### config.mk
export PLATFORM = sky130hd
export DESIGN_NAME = regfile_mp_sb
export DESIGN_NICKNAME = d
export VERILOG_FILES = /design/src/rtl/regfile_mp_sb.sv
export SDC_FILE = /design/constraint.sdc
export NUM_CORES = 2
export LEC_CHECK = 0
export ABC_CLOCK_PERIOD_IN_PS = 2000
export BUFFER_PORTS_ARGS = -buffer_cell sky130_fd_sc_hd__buf_2
export CORE_MARGIN = 3
export CORE_UTILIZATION = 64
export DETAILED_ROUTE_END_ITERATION = 7
export PLACE_DENSITY = 0.91
export SYNTH_ARGS = -nofsm -noshare
export SYNTH_HDL_FRONTEND = slang
export SYNTH_SLANG_ARGS = --single-unit
### constraint.sdc
create_clock -name clk -period 2 [get_ports clk]
set_clock_uncertainty 0.05 [all_clocks]
set_input_delay 0.2 -clock clk [delete_from_list [all_inputs] [get_ports clk]]
set_output_delay 0.2 -clock clk [all_outputs]
set_load 0.01 [all_outputs]
### src/rtl/regfile_mp_sb.sv
`default_nettype none
// ============================================================================
// Module   : regfile_mp_sb
// Brief    : Multi-port integer register file (NRD read / NWR write ports)
//            with a per-register pending scoreboard for RAW hazard detection.
//            Register 0 is hardwired to zero and can never be pending.
// Config   : REGFILE_BYPASS_EN - when defined, same-cycle writes are
//            forwarded to the read ports (write-first).
// Revision : 1.0 - initial release
// ============================================================================
module regfile_mp_sb #(
  parameter int XLEN  = 32,
  parameter int NREGS = 32,
  parameter int NRD   = 2,
  parameter int NWR   = 2
) (
  input  logic                      clk,
  input  logic                      rst_n,
  input  logic [NRD*$clog2(NREGS)-1:0] rd_addr,
  output logic [NRD*XLEN-1:0]       rd_data,
  output logic [NRD-1:0]            rd_pending,
  input  logic [NWR-1:0]            wr_en,
  input  logic [NWR*$clog2(NREGS)-1:0] wr_addr,
  input  logic [NWR*XLEN-1:0]       wr_data,
  input  logic                      iss_en,
  input  logic [$clog2(NREGS)-1:0]  iss_addr,
  output logic                      any_pending
);

  localparam int AW = $clog2(NREGS);

  logic [XLEN-1:0]  r_regs [NREGS];
  logic [NREGS-1:0] r_pending;
  logic [NREGS-1:0] w_pending_nxt;

  // Next pending vector: writebacks clear, then issue sets (new producer wins).
  always_comb begin
    w_pending_nxt = r_pending;
    for (int p = 0; p < NWR; p++) begin
      if (wr_en[p] && (wr_addr[p*AW +: AW] != '0)) begin
        w_pending_nxt[wr_addr[p*AW +: AW]] = 1'b0;
      end
    end
    if (iss_en && (iss_addr != '0)) begin
      w_pending_nxt[iss_addr] = 1'b1;
    end
    w_pending_nxt[0] = 1'b0;
  end

  // Register array and scoreboard; later write ports overwrite earlier ones.
  always_ff @(posedge clk or negedge rst_n) begin
    if (!rst_n) begin
      for (int i = 0; i < NREGS; i++) begin
        r_regs[i] <= '0;
      end
      r_pending <= '0;
    end else begin
      for (int p = 0; p < NWR; p++) begin
        if (wr_en[p] && (wr_addr[p*AW +: AW] != '0)) begin
          r_regs[wr_addr[p*AW +: AW]] <= wr_data[p*XLEN +: XLEN];
        end
      end
      r_pending <= w_pending_nxt;
    end
  end

  // Combinational read ports with optional write-first forwarding.
  always_comb begin
    logic [AW-1:0]   w_a;
    logic [XLEN-1:0] w_d;
    logic            w_p;
    rd_data    = '0;
    rd_pending = '0;
    for (int k = 0; k < NRD; k++) begin
      w_a = rd_addr[k*AW +: AW];
      w_d = r_regs[w_a];
      w_p = r_pending[w_a];
`ifdef REGFILE_BYPASS_EN
      // Forwarded data is the value being written back, so it is not pending
      // this cycle; a same-cycle issue only shows up on the next cycle.
      for (int p = 0; p < NWR; p++) begin
        if (rst_n && wr_en[p] && (wr_addr[p*AW +: AW] == w_a)) begin
          w_d = wr_data[p*XLEN +: XLEN];
          w_p = 1'b0;
        end
      end
`else
      // Reads see only the registered array; same-cycle writes appear next cycle.
`endif
      if (w_a == '0) begin
        w_d = '0;
        w_p = 1'b0;
      end
      rd_data[k*XLEN +: XLEN] = w_d;
      rd_pending[k]           = w_p;
    end
  end

  // Any outstanding producer anywhere in the file.
  assign any_pending = |r_pending;

endmodule
`default_nettype wire
==> results of run 1 <==
## cell usage after synthesis (all sizes together), types with 64 or more instances
cell type  number
nor2b          73
mux4          460
dfrtp        1055
a22oi          66
nor2          557
o21ai         600
clkbuf        528
mux2           68
nand2         572
a21oi         515
a211oi         64
a311oi         66
mux2i        1067
buf           236
## kinds of logic after synthesis
kind of cell    after synthesis  synth area share [%]
mux                        1595                  33.5
compound gates             1458                  12.9
simple gates               1286                  8.14
flops                      1055                  40.5
buf+inv                     775                  4.96
## metrics by stage
| stage | instance area, µm² | utilization, % | setup TNS (ns) | worst slack (ns) | hold slack [ns] |
|---|---|---|---|---|---|
| after floorplan | 65200 | - | 0 | 0.0224 | -0.146 |
| after global placement | 72300 | 71.9 | -26.97 | -0.869 | 0.0530 |
| after detailed placement | 72300 | 71.9 | -33.08 | -0.822 | 0.0568 |
| after CTS | 78300 | 77.9 | -46.12 | -0.810 | 0.000369 |
## per-layer routing
layer,track usage (%),GRT overflow
met4,77.2,131
met3,79.0,12
met2,90.9,193
met5,72.3,3
met1,76.9,16
## repair_timing
action	in CTS
pin swaps	60
setup endpoints to repair	67
resized for setup	338
hold buffers	39
hold endpoints to repair	1279
buffers inserted	45
==> impl_results.md, run 1 <==
* Ys Warns at 0
* TritonCTS Sinks at 1055
* Pin count of the biggest net entering global routing at 121
* CTS Buf Count at 110
* Post-synthesis async set-or-reset flop share at 100%
* Post-synth EDFFs at 0
* CTS Buffer Depth at 3
* Post-synthesis sequential area ratio at 40.5%
* Post-synth top area share at 40.5%
* PortBufs at 160
* Mapped Cells at 6169
* Nets in the synthesized netlist at 6263
* Post-DP HPWL at roughly 180000 µm
* Placed cells at 7548
* Yosys reg bits at 1055
* Synth unique cells at 51
* Post-Syn Area per Cell at 10.6 µm²
* Die Ht at roughly 330 µm
* Outcome: stopped before the end
* Rows at 116
* Ys flop type: dfrtp_1
* IO Pins at 161
* Error msg: [ERROR GRT-0116] Global routing finished with congestion. Check the congestion regions in the DRC Viewer.
* Placer congestion estimate at 1.05
* Gr usage total at between 80% and 90%
* First-pass GRT wire length at ~620000 µm
* Die width at around 330 µm
* GRT overflow at 355
* Starting Density at 64.8%
* Vias in the first global route at a little over 80000
* Area contributors post-synth: dfrtp_1, mux2i_1, mux4_2, o21ai_0, a21oi_1
* Syn Std Cell Area at 0.0652 mm²
* Fail Step: 5_1_grt
* Htree depth at 3
* Clk root buf: clkbuf_16
* Top cell type by total area after synthesis: dfrtp_1
==> run 2: changes to the inputs <==
--- a/config.mk
+++ b/config.mk
@@ -8,9 +8,9 @@
 export ABC_CLOCK_PERIOD_IN_PS = 2000
 export BUFFER_PORTS_ARGS = -buffer_cell sky130_fd_sc_hd__buf_2
 export CORE_MARGIN = 3
-export CORE_UTILIZATION = 64
+export CORE_UTILIZATION = 40
 export DETAILED_ROUTE_END_ITERATION = 7
-export PLACE_DENSITY = 0.91
+export PLACE_DENSITY_LB_ADDON = 0.15
 export SYNTH_ARGS = -nofsm -noshare
 export SYNTH_HDL_FRONTEND = slang
 export SYNTH_SLANG_ARGS = --single-unit
==> impl_results.md, run 2 <==
* CTS Buf Count at 130 (+18%)
* Grt met1 use at 48.7%
* DR vias/cell at 6.41
* Ys Warns at 0 (unchanged)
* R2R setup slack at 0.50 ns
* CP max FO at 3
* Die Ht at 410 µm (+26%)
* Placer congestion estimate at 0.918 (-13%)
* Final max-slew violation count at 0
* Max-Cap Viols at 0
* Crit share post-route at 145%
* Post-synthesis async set-or-reset flop share at 100% (unchanged)
* Area contributors post-synth: dfrtp_1, mux2i_1, mux4_2, o21ai_0, a21oi_1
* Total negative slack at -48.66 ns
* Filler cells at 14400
* HP Class: in -> reg
* Least-Margin Pin Slew at 1.35 ns
* Die Footprint at 0.168 mm²
* Final hold viol count at 0
* CP Data Required Time at about 1.8 ns
* Final setup vio count at 68
* Relative slew margins at 9.82%
* CP max stage cell: mux4_2
* Routing usage on met2 at between 50% and 60%
* RSZ-0062 raised after global routing: yes
* DR WL/cell at 34.2 µm
* ANT nets after route at 0
* Post-synthesis sequential area ratio at 40.5% (unchanged)
* CP Cell Sequence: mux4_2 -> nor2b_1 -> a211oi_2 -> buf_4 -> a311oi_1 -> buf_2
* Core ar. at 0.161 mm²
* Mapped Cells at 6169 (unchanged)
* Most common cell in the netlist: mux2i_1
* Post-synth top cells: mux2i_1, dfrtp_1, o21ai_0
* Outcome: complete, but fails checks
* Post-synth top area share at 40.5% (unchanged)
* Ys flop type: dfrtp_1
* Htree depth at 4 (+1)
* Post-synth EDFFs at 0 (unchanged)
* Worst path bufs/invs at 2
* Failing checks: setup timing
* Via count at 56400
* Critical Path Source Type: flip-flop
* Crit Path Category: reg -> out
* Vias in the first global route at 54700
* Fraction of layout cells with a size suffix above 1 at 29.0%
* Starting Density at 40.4% (-24 points)
* Critical R2R Launch: r_regs[923]
* Worst path max stage delay at 0.48 ns
* Clock slew at reported path FFs at about 0.06 ns
* Clk root buf: clkbuf_16
* Post-Syn Area per Cell at 10.6 µm² (unchanged)
* Most frequent cells in the layout: mux2i_1, dfrtp_1, nand2_1
* Largest registers: r_regs (1024), r_pending (31)
* Pwr/cell area at 937 mW/mm²
* Initial DRC Count at 7114
* Met3 Use GR at 9.50%
* Pin count of the biggest net entering global routing at 94
* Gr usage total at 35.4%
* 1st-pass router iterations at 6
* CTS tree: built
* GRT overflow at 0
* IO Pins at 161 (unchanged)
* Rows at 147 (+27%)
* Lkg Pwr at 0.0354 µW
* RR Endpoint: r_regs[923]
* Fin crit period at about 2.9 ns
* Nets at 6629
* Hold_ws at 0.0551 ns
* Commonest non-fill, non-tap cell in the layout: mux2i_1
* Hold path start: wr_data[2]
* Setup ws final at -0.892 ns
* Max frequency at 346 MHz
* First-pass GRT wire length at 427000 µm
* Most flops, register: r_regs
* Hold Path Cell Cnt at 3
* Worst vdd ir at roughly 0.81 mV
* Post-DP HPWL at 198000 µm (+7.0%)
* CP Capture Type: primary output
* Initial antenna violation count at 25
* Worst hold endpoint: r_regs[770]
* Yosys reg bits at 1055 (unchanged)
* CTS Buffer Depth at 3 (unchanged)
* Die width at 410 µm (+26%)
* Area growth from synthesis to layout at 24.8%
* Top cell type by total area after synthesis: dfrtp_1
* Synth unique cells at 51 (unchanged)
* Syn Std Cell Area at 0.0652 mm² (unchanged)
* Multi-input logic area at 0.0376 mm²
* Grt peak-use layer: met2
* Sequential Area at 0.0264 mm²
* Max FFs per register at 1024
* Clock latency on the worst-skew pair at 0.80 ns
* WL final at ~300000 µm
* Nets in the synthesized netlist at 6263 (unchanged)
* Critical Path AT at 2.64 ns
* R2r worst-path depth at 4
* PortBufs at 160 (unchanged)
* DR DRC count at 0
* TritonCTS Sinks at 1055 (unchanged)
* Crit path max-delay family: multiplexers
## run 2: per-layer routing
| metal | routed length (µm) | part of all wire [%] |
|---|---|---|
| met1 | 123000 | 41 |
| met3 | 31400 | 10 |
| met4 | 16000 | 5.3 |
| met2 | 131000 | 44 |
| met5 | 161 | 0.053 |
## run 2: cell type report
cell class	instances	share of cell area [%]
clock inverters	30	0.448
multi-input cells	4339	46.3
flip-flops and latches	1055	32.5
inverters	11	0.0569
repair buffers	998	12.7
diodes	15	0.0462
clock buffers	189	4.66
well taps	2160	3.32
## run 2: cell families after synthesis
family                 Yosys count  share of synthesized area [%]
AOI/OAI and AO/OA             1458                           12.9
DFF                           1055                           40.5
buffers and inverters          775                           4.96
muxes                         1595                           33.5
and+or+nand+nor               1286                           8.14
## run 2: where the power goes
| group | switching, µW | total (µW) | internal [µW] |
|---|---|---|---|
| Combinational | 9470 | 20800 | 11300 |
| Sequential | 4730 | 31600 | 26800 |
| Clock | 10100 | 23900 | 13800 |
## run 2: worst max-delay path by stage
stage	startpoint	end	slack, ns	depth (start not counted)
CTS	r_regs[709]	rd_data[5]	-0.89	7
detailed placement	rd_addr[0]	rd_data[1]	-0.80	9
global route	r_regs[645]	rd_data[5]	-0.92	7
floorplan	rd_addr[1]	rd_data[10]	0.02	8
finish	r_regs[921]	rd_data[25]	-0.89	6
global placement	rd_addr[5]	rd_data[40]	-0.83	10
## run 2: repair_timing
| item | in CTS | in global routing |
|---|---|---|
| hold buffers | 89 | 0 |
| gates resized for setup | 295 | 114 |
| pin swaps | 53 | 45 |
| gates cloned | 0 | 0 |
| buffers inserted | 24 | 23 |
| hold endpoints to repair | 2077 | 0 |
| endpoints found under the setup margin | 67 | 78 |
## run 2: stage by stage
stage          cells  util, %  cell area, µm²  total power (µW)  worst slack (ns)
3_3_place_gp    8452     46.1           74400             49900            -0.826
2_1_floorplan   6169        -           65200             42900            0.0224
6_report        8797     50.4           81300             76200            -0.892
4_1_cts         8764     50.0           80600             75600            -0.885
5_1_grt         8787     50.4           81300             79400            -0.925
3_5_place_dp    8452     46.1           74400             50600            -0.801
## run 2: tightest hold or removal path: cells and delay by family
kind / cells / cell delay (ns)
compound gates: 1 / 0.08
buf+inv: 1 / 0.32
mux: 1 / 0.23
No activity file was read; power rests on OpenSTA's default activity.
